==> config.mk <==
export PLATFORM = sky130hd
export DESIGN_NAME = mem_stage_sram_ctrl
export DESIGN_NICKNAME = d
export VERILOG_FILES = /design/src/rtl/mem_stage_sram_ctrl.sv
export SDC_FILE = /design/constraint.sdc
export NUM_CORES = 1
export LEC_CHECK = 0
export CAP_MARGIN = 10
export CELL_PAD_IN_SITES_DETAIL_PLACEMENT = 0
export CELL_PAD_IN_SITES_GLOBAL_PLACEMENT = 2
export CORE_MARGIN = 5
export CORE_UTILIZATION = 26
export CTS_CLUSTER_SIZE = 16
export DETAILED_ROUTE_END_ITERATION = 7
export GPL_TIMING_DRIVEN = 0
export HOLD_SLACK_MARGIN = 0.06
export PLACE_DENSITY = 0.81
export SYNTH_ARGS = -nofsm -noshare
export SYNTH_HDL_FRONTEND = slang
export SYNTH_SLANG_ARGS = --single-unit
==> constraint.sdc <==
create_clock -name clk -period 2.5 [get_ports clk]
set_input_delay 0.25 -clock clk [delete_from_list [all_inputs] [get_ports clk]]
set_output_delay 0.25 -clock clk [all_outputs]
set_load 0.02 [all_outputs]
==> src/rtl/mem_stage_sram_ctrl.sv <==
// MEM-stage controller for a single-port async SRAM with WAIT_CYCLES fixed wait states.
// A request stalls the pipeline (ready=0) for WAIT_CYCLES+1 cycles; inputs are ignored until the next IDLE.
module mem_stage_sram_ctrl #(
  parameter int DATA_WIDTH      = 32,
  parameter int ADDR_WIDTH      = 32,
  parameter int SRAM_ADDR_WIDTH = 18,
  parameter int WAIT_CYCLES     = 5,
  parameter int BASE_ADDR       = 1024
) (
  input  logic                       clk,
  input  logic                       rst,
  input  logic                       rd_en,
  input  logic                       wr_en,
  input  logic [ADDR_WIDTH-1:0]      address,
  input  logic [DATA_WIDTH-1:0]      write_data,
  output logic [DATA_WIDTH-1:0]      read_data,
  output logic                       ready,
  output logic [SRAM_ADDR_WIDTH-1:0] sram_addr,
  output logic [DATA_WIDTH-1:0]      sram_dq_out,
  output logic                       sram_dq_oe,
  input  logic [DATA_WIDTH-1:0]      sram_dq_in,
  output logic                       sram_we_n,
  output logic                       sram_oe_n
);

  localparam int CNT_W = $clog2(WAIT_CYCLES + 1);
  localparam logic [CNT_W-1:0] CNT_LAST = CNT_W'(WAIT_CYCLES - 1);

  typedef enum logic [1:0] {
    S_IDLE,
    S_ACCESS,
    S_DONE
  } state_t;

  state_t                     state_q, state_d;
  logic [CNT_W-1:0]           cnt_q, cnt_d;
  logic                       is_wr_q, is_wr_d;
  logic [DATA_WIDTH-1:0]      read_data_q, read_data_d;
  logic [SRAM_ADDR_WIDTH-1:0] sram_addr_q, sram_addr_d;
  logic [DATA_WIDTH-1:0]      dq_out_q, dq_out_d;
  logic                       dq_oe_q, dq_oe_d;
  logic                       we_n_q, we_n_d;
  logic                       oe_n_q, oe_n_d;
  logic                       req;
  logic                       access_next;

  assign req = rd_en | wr_en;

  always_comb begin
    state_d     = state_q;
    cnt_d       = cnt_q;
    is_wr_d     = is_wr_q;
    read_data_d = read_data_q;
    sram_addr_d = sram_addr_q;
    dq_out_d    = dq_out_q;
    case (state_q)
      S_IDLE: begin
        if (req) begin
          // Write takes priority when both enables are raised.
          is_wr_d     = wr_en;
          sram_addr_d = SRAM_ADDR_WIDTH'((address - ADDR_WIDTH'(BASE_ADDR)) >> 2);
          dq_out_d    = write_data;
          cnt_d       = '0;
          state_d     = S_ACCESS;
        end
      end
      S_ACCESS: begin
        cnt_d = cnt_q + 1'b1;
        if (cnt_q == CNT_LAST) begin
          state_d = S_DONE;
          if (!is_wr_q) begin
            read_data_d = sram_dq_in;
          end
        end
      end
      S_DONE: begin
        // Requests still visible here belong to the completing instruction.
        state_d = S_IDLE;
      end
      default: begin
        state_d = S_IDLE;
      end
    endcase

    // Strobes are registered from the next state so they toggle with the state flop.
    access_next = (state_d == S_ACCESS);
    we_n_d      = ~(access_next & is_wr_d);
    dq_oe_d     = access_next & is_wr_d;
    oe_n_d      = ~(access_next & ~is_wr_d);
  end

  always_ff @(posedge clk or negedge rst) begin
    if (!rst) begin
      state_q     <= S_IDLE;
      cnt_q       <= '0;
      is_wr_q     <= 1'b0;
      read_data_q <= '0;
      sram_addr_q <= '0;
      dq_out_q    <= '0;
      dq_oe_q     <= 1'b0;
      we_n_q      <= 1'b1;
      oe_n_q      <= 1'b1;
    end else begin
      state_q     <= state_d;
      cnt_q       <= cnt_d;
      is_wr_q     <= is_wr_d;
      read_data_q <= read_data_d;
      sram_addr_q <= sram_addr_d;
      dq_out_q    <= dq_out_d;
      dq_oe_q     <= dq_oe_d;
      we_n_q      <= we_n_d;
      oe_n_q      <= oe_n_d;
    end
  end

  // Freeze must reach the hazard logic in the same cycle the request appears.
  assign ready = (state_q == S_IDLE) ? ~req : (state_q == S_DONE);

  assign read_data   = read_data_q;
  assign sram_addr   = sram_addr_q;
  assign sram_dq_out = dq_out_q;
  assign sram_dq_oe  = dq_oe_q;
  assign sram_we_n   = we_n_q;
  assign sram_oe_n   = oe_n_q;

endmodule

==> qor.txt <==
CP startpoint kind = primary input
Crit path DAT = 1.74 ns
DIE AREA = 16300 um^2
Area of the multi-input gates = 1240 um^2
Sequential area share after synthesis = 63.2%
Via count = 2634
Slew margin rel. = 58.0%
Overall power = 7.57 mW
Die Y-Extent = 128 um
Final Max Slew Viols = 0
Syn Nets = 352
Number of global-route vias before repair = 2846
Crit path largest cell delay = 0.65 ns
Cts repair resizes = 0
Worst-path clk slew = 0.06 ns
Power Density = 1290 nW/um^2
Leakage = 2.40 nW
Final net count = 536
Required @ worst endpoint = 2.25 ns
Synth-to-Final Area Change = 62.5%
CTS tree = done
VDD IR max = 0.386 mV
# rows = 43
Unique masters post-synth = 33
Final Non-Filler Cells = 618
Status = finished clean
Critical path type = primary input to output port
Crit. End Element = output port
Cell total after placement = 601
Diodes inserted = 0
Main synth FF type = dfrtp_1
Root buf cell = clkbuf_16
Crit-path most repeated cell = nor2_1
Avg Inst Size Synth = 14.5 um^2
Layout cells sized above 1 = 24.7%
Pin count of the biggest net entering global routing = 55
CP max FO = 4
GRT Residual Overflow = 0
Core Box Area = 13700 um^2
Width of the chip = 128 um
Max Clk Rate = 502 MHz
Fill count = 1292
HP Class = primary input to async pin
Max-cap viol count = 0
Clk sink count = 91
Initial drt markers = 79
Tot GR Track Use = 11.4%
Flops & latches, synth = 91
WL final = 9200 um
Mapped Cells = 249
Port Buffers = 171
CTS Buf Count = 9
Setup TNS = 0 ns
Final core occ = 42.7%
DR vias/cell = 4.26
Antenna violations before repair = 0
Reg area = 2280 um^2
Clock Tree Buf Depth = 2
Yosys warning total = 0
Final worst path period share = 79.7%
RSZ-0062 raised after global routing = false
Post-layout min period = 1.99 ns
Post-DP HPWL = 7070 um
Endpoints failing hold = 0
Remaining DRCs = 0
Synthesized area = 3610 um^2
First-pass GRT wire length = 14600 um
Htree depth = 3
I/O Pins = 186
Antenna Nets Post-Route = 0
Average wire per standard cell = 14.9 um
Final setup violation count = 0
Crit-path cells = clkdlybuf4s50_1 -> nor2_1 -> nor2_1 -> nor2_1 -> clkdlybuf4s50_1
Post-synth EDFFs = 0
DR pass1 iterations = 4
Initial Utilization = 26.3%
Setup Skew = 0.00453 ns
Gpl congestion = 0.787
CP max stage cell = clkdlybuf4s50_1
Clock latency on the worst-skew pair = 0.33 ns
Async SR Flop Fraction = 100%
Actual slew at the worst max-slew pin = 0.627 ns
[registers in the layout, summed over array words and instances (netlist names)]
name	cells
cnt_q	3
is_wr_q	1
read_data	32
sram_addr	18
sram_dq_oe	1
sram_dq_out	32
sram_oe_n	1
sram_we_n	1
state_q	2
[synthesized netlist by cell type (2+ instances only)]
master | instances | area [um^2]
ha_1 | 3 | 37.5
dfrtp_1 | 89 | 2230
nand2_1 | 6 | 22.5
nor3_2 | 2 | 20.0
o21ai_0 | 5 | 25.0
mux2_2 | 72 | 811
or3_1 | 5 | 31.3
xnor2_1 | 2 | 17.5
a21oi_1 | 10 | 50.1
or4_1 | 2 | 15.0
inv_1 | 8 | 30.0
buf_2 | 9 | 45.0
or2_2 | 2 | 12.5
clkbuf_1 | 2 | 7.51
dfstp_2 | 2 | 52.6
a31oi_1 | 6 | 37.5
nor3_1 | 2 | 10.0
nor2_1 | 7 | 26.3
[where the power goes]
| group | total [mW] | internal (mW) | switching [mW] | leakage (nW) |
|---|---|---|---|---|
| Sequential | 2.60 | 2.23 | 0.368 | 1.08 |
| Combinational | 3.70 | 1.98 | 1.72 | 1.19 |
| Clock | 1.27 | 0.725 | 0.549 | 0.135 |
| Total | 7.57 | 4.93 | 2.64 | 2.40 |
[cells in the final DEF (no fill, tap or decap), types with 2 or more instances in the layout]
cell	synthesis	final
xnor2_1	2	2
clkinvlp_4	0	2
a31oi_1	6	6
inv_1	8	8
clkbuf_16	0	9
dfrtp_1	89	89
nand2_1	6	6
clkinv_2	0	2
o21ai_0	5	5
clkbuf_1	2	3
nor2_1	7	7
nor3_2	2	2
clkdlybuf4s50_1	0	170
dfstp_2	2	2
mux2_2	72	72
or4_1	2	2
nor3_1	2	2
or2_2	2	2
buf_2	9	9
clkbuf_8	0	2
or3_1	5	5
ha_1	3	3
a21oi_1	10	10
[worst max-delay path: cells and delay by family]
family | cells | cell delay, ns
simple gates | 3 | 0.37
buf+inv | 2 | 1.13
[cell families after synthesis]
group                      share of synthesized area (%)
DFF                                                 63.2
and+or+nand+nor                                     5.52
buffers and inverters                               2.29
AOI/OAI and AO/OA                                   4.16
xor gates and xnor gates                           0.729
adders and majority gates                           1.04
muxes                                               23.1
[routing by layer]
| layer | vias up | routed length (um) | global-route usage, % |
|---|---|---|---|
| li1 | 1256 | - | - |
| met1 | 1273 | 4010 | 14.4 |
| met2 | 95 | 4320 | 18.2 |
| met3 | 10 | 694 | 2.79 |
| met4 | 0 | 173 | 5.81 |
| met5 | - | 0 | 0 |
[worst paths after layout]
path,cells past startpoint,from,slack (ns),endpoint
max,5,wr_en,0.51,ready
min,2,rst,0.44,read_data[23]
max reg2reg,5,state_q[1],0.54,read_data[14]
min reg2reg,1,read_data[7],0.50,read_data[7]
max in group asynchronous,3,rst,1.38,sram_oe_n
min in group clk,1,read_data[7],0.50,read_data[7]
[what timing repair did]
item,CTS,global route
endpoints found under the hold margin,37,0
hold buffers,1,0
setup buffers,0,0
[cell type report]
cell class,instances,area share (%)
well taps,180,3.84
plain buffers,11,0.897
repair buffers,173,29.8
clock buffers,12,4.38
inverters,8,0.512
multi-input cells,139,21.2
clock inverters,4,0.427
flip-flops and latches,91,38.9
[through the flow]
stage	setup slack [ns]	hold WS (ns)	area (um^2)
floorplan	0.852	-0.0456	3610
global placement	-2.24	0.471	5540
detailed placement	0.339	0.269	5570
CTS	0.489	0.446	5860
global route	0.333	0.487	5860
finish	0.507	0.436	5860
Note: power is estimated with default switching activity, not from simulation.
